[config.mk]
export PLATFORM = sky130hd
export DESIGN_NAME = adder_cla_pipe
export DESIGN_NICKNAME = d
export VERILOG_FILES = /design/src/rtl/adder_cla_pipe.sv
export SDC_FILE = /design/constraint.sdc
export NUM_CORES = 1
export LEC_CHECK = 0
export CORE_ASPECT_RATIO = 1.4
export CORE_MARGIN = 4
export CORE_UTILIZATION = 59
export CTS_CLUSTER_DIAMETER = 40
export DETAILED_ROUTE_END_ITERATION = 8
export GPL_TIMING_DRIVEN = 0
export PLACE_DENSITY = 0.86
export SETUP_SLACK_MARGIN = 0.5
export SKIP_CTS_REPAIR_TIMING = 1
export SYNTH_ARGS = -nofsm -noshare
export SYNTH_HDL_FRONTEND = slang
export SYNTH_SLANG_ARGS = --single-unit
[constraint.sdc]
create_clock -name clk -period 5.8 [get_ports clk]
set_input_delay 0.87 -clock clk [delete_from_list [all_inputs] [get_ports clk]]
set_output_delay 0.87 -clock clk [all_outputs]
set_load 0.02 [all_outputs]
[src/rtl/adder_cla_pipe.sv]
// 2-stage pipelined carry-lookahead adder/subtractor with valid/ready handshake.
// Stage 1 registers the operands and per-group G/P; stage 2 resolves the carries and registers the result.
module adder_cla_pipe #(
  parameter int WIDTH = 16,
  parameter int GROUP = 4
) (
  input  logic             clk,
  input  logic             rst,
  input  logic             in_valid,
  output logic             in_ready,
  input  logic [WIDTH-1:0] a,
  input  logic [WIDTH-1:0] b,
  input  logic             c_in,
  input  logic             sub,
  output logic             out_valid,
  input  logic             out_ready,
  output logic [WIDTH-1:0] sum,
  output logic             c_out,
  output logic             overflow,
  output logic             g,
  output logic             p
);

  localparam int NG = WIDTH / GROUP;

  if (GROUP < 1 || GROUP > WIDTH || (WIDTH % GROUP) != 0) begin : g_bad_group
    $error("adder_cla_pipe: WIDTH must be a non-zero multiple of GROUP");
  end

  logic             r_s1_vld;
  logic [WIDTH-1:0] r_a;
  logic [WIDTH-1:0] r_y;
  logic             r_cin;
  logic [NG-1:0]    r_grp_g;
  logic [NG-1:0]    r_grp_p;

  logic             r_s2_vld;
  logic [WIDTH-1:0] r_sum;
  logic             r_c_out;
  logic             r_ovf;
  logic             r_g;
  logic             r_p;

  logic             w_adv1;
  logic             w_adv2;

  assign w_adv2   = ~r_s2_vld | out_ready;
  assign w_adv1   = ~r_s1_vld | w_adv2;
  assign in_ready = w_adv1;

  // Stage 1: operand transform and per-group generate/propagate
  logic [WIDTH-1:0] w_y;
  logic             w_cin;
  logic [NG-1:0]    w_grp_g;
  logic [NG-1:0]    w_grp_p;

  assign w_y   = sub ? ~b : b;
  assign w_cin = sub ? ~c_in : c_in;

  // Sum-of-products form: G = OR_j (g_j & AND_{m>j} p_m), scanned from the group MSB down.
  always_comb begin
    logic v_pp;
    w_grp_g = '0;
    w_grp_p = '0;
    for (int k = 0; k < NG; k++) begin
      v_pp = 1'b1;
      for (int j = GROUP - 1; j >= 0; j--) begin
        w_grp_g[k] = w_grp_g[k] | (a[k*GROUP+j] & w_y[k*GROUP+j] & v_pp);
        v_pp       = v_pp & (a[k*GROUP+j] | w_y[k*GROUP+j]);
      end
      w_grp_p[k] = v_pp;
    end
  end

  always_ff @(posedge clk or posedge rst) begin
    if (rst) begin
      r_s1_vld <= 1'b0;
      r_a      <= '0;
      r_y      <= '0;
      r_cin    <= 1'b0;
      r_grp_g  <= '0;
      r_grp_p  <= '0;
    end else if (w_adv1) begin
      r_s1_vld <= in_valid;
      if (in_valid) begin
        r_a     <= a;
        r_y     <= w_y;
        r_cin   <= w_cin;
        r_grp_g <= w_grp_g;
        r_grp_p <= w_grp_p;
      end
    end
  end

  // Stage 2: group carries, then bit carries inside each group, both as flat lookahead
  logic [NG:0]      w_gc;
  logic             w_word_g;
  logic [WIDTH:0]   w_c;
  logic [WIDTH-1:0] w_bg;
  logic [WIDTH-1:0] w_bp;
  logic [WIDTH-1:0] w_sum;

  assign w_bg = r_a & r_y;
  assign w_bp = r_a | r_y;

  always_comb begin
    logic v_acc;
    logic v_pp;
    w_gc     = '0;
    w_word_g = 1'b0;
    for (int k = 0; k <= NG; k++) begin
      v_acc = 1'b0;
      v_pp  = 1'b1;
      for (int j = k - 1; j >= 0; j--) begin
        v_acc = v_acc | (r_grp_g[j] & v_pp);
        v_pp  = v_pp & r_grp_p[j];
      end
      w_gc[k] = v_acc | (v_pp & r_cin);
      if (k == NG) w_word_g = v_acc;
    end
  end

  always_comb begin
    logic v_acc;
    logic v_pp;
    w_c = '0;
    for (int k = 0; k < NG; k++) begin
      for (int j = 0; j < GROUP; j++) begin
        v_acc = 1'b0;
        v_pp  = 1'b1;
        for (int m = j - 1; m >= 0; m--) begin
          v_acc = v_acc | (w_bg[k*GROUP+m] & v_pp);
          v_pp  = v_pp & w_bp[k*GROUP+m];
        end
        w_c[k*GROUP+j] = v_acc | (v_pp & w_gc[k]);
      end
    end
    w_c[WIDTH] = w_gc[NG];
  end

  assign w_sum = r_a ^ r_y ^ w_c[WIDTH-1:0];

  // Result registers only load on a real beat so they stay put while the consumer stalls.
  always_ff @(posedge clk or posedge rst) begin
    if (rst) begin
      r_s2_vld <= 1'b0;
      r_sum    <= '0;
      r_c_out  <= 1'b0;
      r_ovf    <= 1'b0;
      r_g      <= 1'b0;
      r_p      <= 1'b0;
    end else if (w_adv2) begin
      r_s2_vld <= r_s1_vld;
      if (r_s1_vld) begin
        r_sum   <= w_sum;
        r_c_out <= w_c[WIDTH];
        r_ovf   <= w_c[WIDTH-1] ^ w_c[WIDTH];
        r_g     <= w_word_g;
        r_p     <= &r_grp_p;
      end
    end
  end

  assign out_valid = r_s2_vld;
  assign sum       = r_sum;
  assign c_out     = r_c_out;
  assign overflow  = r_ovf;
  assign g         = r_g;
  assign p         = r_p;

endmodule

## Word level (Yosys, flattened, before mapping)

Cells that the tools add are included.

- Input port bits: 38
- Logic and storage cells: 182
- Output and inout bits: 22
- Bits in registers: 63

- Mux-type cells: 2
- Reduce and logical (&&, ||, !) cells: 3
- Bitwise operators: 165

Operators with widths:

| kind | count |
|---|---|
| AND 1 bit | 92 |
| bitwise OR 1 bit | 64 |
| bitwise XOR 16 bit | 2 |
| 2-to-1 mux 16 bit | 1 |
| NOT 16 bit | 1 |
| AND 15 bit | 1 |
| bitwise OR 15 bit | 1 |
| AND reduction 2 bit | 2 |
| AND reduction 4 bit | 1 |
| NOT 1 bit | 3 |
| 2-to-1 mux 1 bit | 1 |
| bitwise XOR 1 bit | 1 |

## Longest topological paths before layout

Gate-level depths: netlist (run 1).

- Depth in word-level cells: 7
- Gate-level depth with buffers: 7
- Mapped depth without buffers: 7

## Least setup slack after synthesis (run 1)

OpenSTA, ideal clock, no wires.

- Kind: in2out
- From: in out_ready
- To: out in_ready
- Arrival: 1.163 ns
- Buffers on the path: 0
- Required time: 4.930 ns
- Path slack: 3.767 ns
- Cell stages on the path: 1
- Path through: nand3b_1

- Longest elaborated chain between the ends: 2

Ends and longest elaborated chain:

| what | RTL line | RTL |
|---|---|---|
| from (decl) | 16 | `input logic out_ready,` |
| bitwise OR 1 bit | 47 | `assign w_adv2 = ~r_s2_vld \| out_ready;` |
| bitwise OR 1 bit | 48 | `assign w_adv1 = ~r_s1_vld \| w_adv2;` |
| to (decl) | 10 | `output logic in_ready,` |

No other way between the ends.

## Final worst setup path (run 1)

Ends and elaborated chain as after synthesis.

==> impl_summary.md, run 1 <==
Run status
The run finished with clean final reports.

Logic synthesis
Sorting the synthesized cells by area gives the leading types as sky130_fd_sc_hd__dfrtp_1 40%, sky130_fd_sc_hd__ha_1 7.7%, sky130_fd_sc_hd__o21ai_0 6.3%, sky130_fd_sc_hd__nand2_1 4.8%, sky130_fd_sc_hd__xor2_1 4.7%. The post-synthesis cell type with the largest combined area is sky130_fd_sc_hd__dfrtp_1. Counting distinct cell types in the post-synthesis netlist gives between 40 and 50. The multiplexer fraction of the synthesized cell area is 0.0231. By area, the combinational part of the netlist is dominated by compound AO/OA/AOI/OAI gates. In the synthesized netlist, the number of instances is between 400 and 500. Of the total synthesized cell area, the portion taken by full adders, half adders and majority gates is 0.0974. The top-area cell type share of the netlist area is 0.404. The register bit total from synthesis is 63. The compound-gate portion of the synthesized area is 0.196. The area of the mapped netlist is 3900 um2. Of the synthesized area, sequential elements account for 0.404. The most common cell in the netlist is sky130_fd_sc_hd__dfrtp_1. For this run, the number of Yosys warnings is 0. The commonest register cell after synthesis is sky130_fd_sc_hd__dfrtp_1. In the synthesized netlist, the cells that appear most often are 63 x sky130_fd_sc_hd__dfrtp_1, 50 x sky130_fd_sc_hd__nand2_1, 49 x sky130_fd_sc_hd__o21ai_0, 46 x sky130_fd_sc_hd__inv_1, 25 x sky130_fd_sc_hd__a21oi_1. The number of nets handed over by synthesis was 503. Of the total synthesized cell area, the portion taken by AND, OR, NAND and NOR gates is 0.139. The post-synthesis async set-or-reset flop share is 1.00. The mean cell area of the mapped netlist is approximately 9 um2.

The synthesized design contains 0 enable-type register cells. Of the total synthesized cell area, the portion taken by XOR and XNOR cells is 0.0740.

Clocking
Counting along the longest clock path gives a buffer depth of 2. Clock tree synthesis selected as its root buffer the cell sky130_fd_sc_hd__clkbuf_8. Clock-pin slew was measured on the worst setup and hold paths at 0.08 ns.

The source-to-sink clock delay at the later pin of the worst-skew pair is 0.35 ns. The number of buffers added by the clock tree synthesis step is 9. The TritonCTS clock tree is yes. The H-tree was split into 3 levels. The CTS sink count is 63.

Job
The number of max-cap violations is 0.

Drt
The number of detailed-route iterations in the first pass is 7. The routed wire length is between 10,000 and 15,000 um. The remaining number of nets flagged by the antenna check after routing is 0.

The initial detailed-routing violation count is about 260. Dividing the detail-routed wire length by the instance count gives about 18 um. The total number of vias is 3,515. In the routed design, unresolved DRC markers number 0. Dividing the detail-routed via count by the number of cells gives between 6 and 7.

Floorplanning
The floorplan step set the die width to between 70 and 80 um. The region available for standard cell placement spans 6340 um2. The area of the die is 8000 um2.

The height of the chip is about 100 um. 60 I/O pins were placed. The initial standard-cell utilization of the core is 0.616. After floorplanning, the core was divided into 34 placement rows.

Worst setup path
The count of cells along the worst register-to-register path is 6. The critical path startpoint category is an input pin. The endpoint type of the worst setup path is an output port. At the worst endpoint, the required time is around 4.9 ns. The worst endpoint data arrival time is 2.14 ns.

The most critical setup path has its startpoint at out_ready. In this run the critical register-to-register path is captured at sum[9]. The biggest fanout along the worst timing path is 4. The worst register-to-register path begins at r_cin. The setup check on the worst reg-to-reg path leaves a slack of between 3 and 4 ns.

In this run the worst setup path terminates at in_ready. The setup path with the least slack is of type in -> out.

Global routing
The wire length of the first global-routing pass is ~17,000 um. The number of antenna violations at the first check in global routing came to 0. Entering global routing, the biggest net connects 35 pins. The number of global-route vias before repair came to roughly 3,500. The global router's overall resource usage is 0.263. Global routing finished with a remaining overflow of 0.

STA
Dividing the final minimum period by the clock period gives 0.520. The final-report hold violation count was 0. The final critical-path required period is approximately 3.0 ns. On the final layout, the worst clock skew is 0.0125 ns.

Static timing analysis puts the maximum clock frequency at approximately 330 MHz. The number of failing setup endpoints in the final timing report is 0. In this run the tightest slew margin relative to its limit is 0.561.

Setup repair after global routing left no endpoint under its margin. The summed negative setup slack over all endpoints is 0 ns. For the pin with the worst max-slew slack, the measured transition is 0.658 ns. The final max-slew violation count is 0.

Cells and area
The storage element area is roughly 1600 um2. Relative to the synthesized area, the layout overhead comes to 23.8%. The number of fill cells in the layout is 457. 0 antenna diodes ended up in the layout.

Of the cells placed in the final design, the portion with a size suffix greater than 1 is 0.0780. The net count of the finished layout is about 570. Summing all non-filler instances in the final layout gives an area of just under 5000 um2.

The multi-input gate area in the final layout is 2070 um2.

Place
Buffers placed on the I/O ports in this run total 59. The placed cell area is 4600 um2. At the end of routability-driven placement, the weighted congestion stood at just over 0.9. The half-perimeter wire length of the detailed placement result is just over 7000 um.

Power
The leakage power of the design is ~2.2 nW. The highest ir drop seen on vdd is approximately 0.00027 V. The power density normalized to cell area is around 350 nW/um2.

Min path
The worst hold path belongs to the class reg -> reg.
per-stage QoR:
stage,cells,total power (W),util,setup WS [ns],hold slack (ns)
2_1_floorplan,437,0.000971,-,3.36,0.467
3_3_place_gp,568,0.00120,0.723,2.32,0.459
3_5_place_dp,569,0.00123,0.726,2.80,0.469
4_1_cts,585,0.00168,0.763,2.80,0.487
5_1_grt,585,0.00177,0.763,2.75,0.521
6_report,585,0.00168,0.763,2.79,0.477
worst max-delay path, stage by stage:
cell and delay [ns]:
sky130_fd_sc_hd__clkdlybuf4s50_1 0.47, sky130_fd_sc_hd__nand3b_1 0.17, sky130_fd_sc_hd__clkdlybuf4s50_1 0.63
logic make-up after synthesis:
logic type	count (synthesis)
AND/OR/NAND/NOR	117
multiplexers	8
flip-flops	63
AO/OA/AOI/OAI	126
XOR/XNOR	33
buffers and inverters	62
adder cells (fa/ha/maj)	28
placed cells by master, fill, tap and decap left out, types with 4 or more instances in the layout:
cell and instances:
sky130_fd_sc_hd__nor2b_1 12, sky130_fd_sc_hd__nand3_1 5, sky130_fd_sc_hd__a31oi_1 8, sky130_fd_sc_hd__nor3_1 9
sky130_fd_sc_hd__nand2_1 50, sky130_fd_sc_hd__buf_2 7, sky130_fd_sc_hd__a21oi_1 25, sky130_fd_sc_hd__o21ai_0 49
sky130_fd_sc_hd__inv_1 45, sky130_fd_sc_hd__clkbuf_8 10, sky130_fd_sc_hd__nor2_1 22, sky130_fd_sc_hd__xnor2_1 12
sky130_fd_sc_hd__dfrtp_1 63, sky130_fd_sc_hd__ha_1 24, sky130_fd_sc_hd__xor2_1 21, sky130_fd_sc_hd__clkdlybuf4s50_1 59
sky130_fd_sc_hd__o22ai_1 15, sky130_fd_sc_hd__fa_1 4, sky130_fd_sc_hd__a21o_1 5, sky130_fd_sc_hd__nand2b_1 9
sky130_fd_sc_hd__a221o_1 4, sky130_fd_sc_hd__mux2_2 8, sky130_fd_sc_hd__clkbuf_1 6
final cells by class:
type | instances | share of cell area
Inverter | 46 | 0.0357
Tap cell | 72 | 0.0186
Clock inverter | 6 | 0.0192
Clock buffer | 10 | 0.0285
Sequential cell | 63 | 0.326
Timing Repair Buffer | 60 | 0.126
Multi-Input combinational cell | 312 | 0.428
Buffer | 16 | 0.0173
report_power, final:
| part | internal (W) | total (W) | switching, W |
|---|---|---|---|
| clock | 0.000256 | 0.000444 | 0.000189 |
| combinational | 0.000285 | 0.000618 | 0.000334 |
| sequential | 0.000545 | 0.000614 | 0.0000693 |
| total | 0.00109 | 0.00168 | 0.000592 |
routing by layer:
| metal | up-vias | track usage | part of all wire |
|---|---|---|---|
| li1 | 1630 | - | - |
| met1 | 1702 | 0.306 | 0.38 |
| met2 | 153 | 0.454 | 0.51 |
| met3 | 30 | 0.0390 | 0.069 |
| met4 | 0 | 0.149 | 0.035 |
| met5 | - | 0 | 0 |
how the worst min path moves through the flow:
stage	start	endpoint	slack, ns	depth (start not counted)
final	sum[13]	sum[13]	0.48	2
after global routing	sum[6]	sum[6]	0.52	2
after CTS	sum[6]	sum[6]	0.49	2
after detailed placement	sum[6]	sum[6]	0.47	2
after global placement	sum[11]	sum[11]	0.46	2
after floorplan	r_y[15]	r_y[15]	0.47	2
sequential cells by signal, summed over array words and instances, names as in the netlist:
| register | cells |
|---|---|
| r_cin | 1 |
| overflow | 1 |
| r_a | 16 |
| sum | 16 |
| r_s1_vld | 1 |
| p | 1 |
| r_y | 16 |
| out_valid | 1 |
| c_out | 1 |
| r_grp_g | 4 |
| g | 1 |
| r_grp_p | 4 |
No activity file was read; power rests on OpenSTA's default activity.
==> inputs of run 2 (changes only) <==
--- a/config.mk
+++ b/config.mk
@@ -7,11 +7,11 @@
 export LEC_CHECK = 0
 export CORE_ASPECT_RATIO = 1.4
 export CORE_MARGIN = 4
-export CORE_UTILIZATION = 59
+export CORE_UTILIZATION = 49
 export CTS_CLUSTER_DIAMETER = 40
 export DETAILED_ROUTE_END_ITERATION = 8
 export GPL_TIMING_DRIVEN = 0
-export PLACE_DENSITY = 0.86
+export PLACE_DENSITY = 0.77
 export SETUP_SLACK_MARGIN = 0.5
 export SKIP_CTS_REPAIR_TIMING = 1
 export SYNTH_ARGS = -nofsm -noshare
==> constraint.sdc (replaced) <==
create_clock -name clk -period 2.5 [get_ports clk]
set_input_delay 0.375 -clock clk [delete_from_list [all_inputs] [get_ports clk]]
set_output_delay 0.375 -clock clk [all_outputs]
set_load 0.02 [all_outputs]
==> impl_summary.md, run 2 (synthesized netlist as in run 1, its figures left out) <==
Run status
Result of the run: completed (unchanged).

Worst setup path
The register-to-register path setup slack is 0.62 ns (was 3.85 ns). The biggest fanout along the worst timing path is 4 (unchanged). The class of the most critical setup path is reg -> reg (was in -> out).

The critical path startpoint category is a flip-flop (was input pin). The data required time of the critical path is 2.73 ns (was 4.93 ns). The worst endpoint data arrival time is 2.12 ns (was 2.14 ns). The endpoint type of the worst setup path is a flip-flop (was output port).

STA
The final max-slew violation count is 0 (unchanged). The slew at the pin with the worst max-slew slack came to 0.611 ns (was 0.658 ns). The number of failing setup endpoints in the final timing report is 0 (unchanged).

Timing would allow up to approximately 530 MHz. The final-report hold violation count came to 0 (unchanged). Setup repair after global routing missed its margin: no (unchanged). The summed negative setup slack over all endpoints is 0 ns (unchanged). The clock tree skew after final layout is 0.00826 ns (was 0.0125 ns). The worst max-slew margin expressed relative to the limit is 0.593 (was 0.561). Counting I/O delays and the setup requirement, the final critical path takes 1.88 ns. The share of the clock period used by the worst path is 0.753.

Drt
The initial detailed-routing violation count is 309 (was 264). The total number of vias came to 3,435 (was 3,515). The highest routing layer actually used is met4 (unchanged).

The routed wire length is 10,200 um (about the same). The amount of wire on met3 after detailed routing came to 496 um (was 705 um). The average detailed-routed wire length per instance is 16.6 um (was 17.5 um). The sum of met2 wire segment lengths after detailed routing is 5430 um (was 5280 um).

The remaining number of nets flagged by the antenna check after routing is 0 (unchanged). The routed metal-1 wire length came to 3880 um (was 3900 um). The DRC violation count after routing was 0 (unchanged). The number of detailed-route iterations in the first pass is 5 (was 7). The vias per cell is 5.61 (was 6.01).

Power
The highest ir drop seen on vdd came to 0.000386 V (was 0.000265 V). The leakage power of the design is 2.20 nW (was 2.19 nW). The power density normalized to cell area is 785 nW/um2 (was 347 nW/um2).

Floorplanning
The number of core rows is 38 (was 34). The height of the chip is 114 um (was 104 um). The placeable core region is 7750 um2 (was 6340 um2).

The count of boundary I/O pins is 60 (unchanged). The initial standard-cell utilization of the core came to 0.504 (was 0.616). The area of the die is 9480 um2 (was 8000 um2). The die outline width was 83.4 um (was 76.7 um).

Place
The number of I/O port buffers is 59 (unchanged). The placed cell area is 4640 um2 (was 4600 um2). The routability congestion estimate from global placement is 0.847 (was 0.912). The half-perimeter wire length of the detailed placement result came to 7480 um (was 7250 um).

Global routing
The largest net degree at the start of global routing was 45 (was 35). The number of antenna violations at the first check in global routing is 0 (unchanged). The number of global-route vias before repair is 3,429 (was 3,546).

The wire length of the first global-routing pass is 16,400 um (was 16,600 um). The aggregate global routing overflow is 0 (unchanged). The global router's overall resource usage is 0.220 (was 0.263).

Min path
The path type of the worst min-delay path was in -> async (was reg -> reg).

Clocking
The number of buffers on the longest clock path came to 2 (unchanged). The TritonCTS clock tree is yes (unchanged). The number of buffers added by the clock tree synthesis step was 9 (unchanged). The master cell of the clock root buffer is sky130_fd_sc_hd__clkbuf_8 (unchanged). The deepest level of the CTS H-tree is 3 (unchanged). The CTS clock-pin slew for the worst setup and hold paths is 0.07 ns (was 0.08 ns). The source-to-sink clock delay at the later pin of the worst-skew pair came to 0.35 ns (about the same). The CTS sink count came to 63 (unchanged).

Cells and area
The share of layout cells above drive strength 1 is 0.0742 (was 0.0780). The area overhead of the layout relative to synthesis is 24.5% (was 23.8%). The number of fill cells in the layout came to 654 (was 457).

The commonest non-fill, non-tap cell in the layout is sky130_fd_sc_hd__dfrtp_1 (unchanged). Most used cells in the layout excluding fill and tap cells: 63 x sky130_fd_sc_hd__dfrtp_1, 58 x sky130_fd_sc_hd__clkdlybuf4s50_1, 50 x sky130_fd_sc_hd__nand2_1 (was 63 x sky130_fd_sc_hd__dfrtp_1, 59 x sky130_fd_sc_hd__clkdlybuf4s50_1, 50 x sky130_fd_sc_hd__nand2_1). The final design area excluding fillers was 4860 um2 (was 4830 um2). The number of inserted diodes came to 0 (unchanged). The final layout net count is 574 (unchanged).

Job
The number of max-cap violations was 0 (unchanged).
-- run 2: report_power, final --
group / leakage [nW] / switching (W) / internal, W
sequential: 0.750 / 0.000171 / 0.00127
combinational: 1.34 / 0.000750 / 0.000661
clock: 0.109 / 0.000390 / 0.000580
total: 2.20 / 0.00131 / 0.00251
-- run 2: routing by layer --
metal,global-route usage,up-vias
met2,0.416,111
li1,-,1630
met4,0.0955,0
met1,0.238,1665
met3,0.0412,29
met5,0,-
-- run 2: path summary, 6_finish.rpt --
path,cells past startpoint,start,end
max,5,r_cin,sum[8]
min reg2reg,2,sum[0],sum[0]
min in group clk,2,sum[0],sum[0]
max in group asynchronous,3,rst,r_a[14]
max reg2reg,5,r_cin,sum[8]
min,2,rst,sum[3]
-- run 2: layout make-up --
| type | instances | area, um2 | share of cell area |
|---|---|---|---|
| inverters | 46 | 173 | 0.0355 |
| clock buffers | 11 | 141 | 0.0291 |
| clock inverters | 4 | 70.1 | 0.0144 |
| plain buffers | 16 | 83.8 | 0.0172 |
| multi-input cells | 312 | 2080 | 0.428 |
| well taps | 100 | 125 | 0.0257 |
| flip-flops and latches | 63 | 1580 | 0.324 |
| repair buffers | 60 | 613 | 0.126 |
-- run 2: stage by stage --
step	cells	hold WS (ns)	worst slack [ns]	util	power [W]
2_1_floorplan	437	0.467	0.555	-	0.00225
3_3_place_gp	596	0.460	-0.520	0.596	0.00280
3_5_place_dp	597	0.470	0.320	0.599	0.00287
4_1_cts	612	0.366	0.484	0.626	0.00383
5_1_grt	612	0.394	0.514	0.627	0.00404
6_report	612	0.364	0.617	0.627	0.00382
-- run 2: critical path, stage by stage (launching register included) --
cell                      delay [ns]
sky130_fd_sc_hd__dfrtp_1        0.48
sky130_fd_sc_hd__a21oi_4        0.24
sky130_fd_sc_hd__inv_1          0.14
sky130_fd_sc_hd__a21o_1         0.22
sky130_fd_sc_hd__fa_1           0.42
sky130_fd_sc_hd__mux2_2         0.27
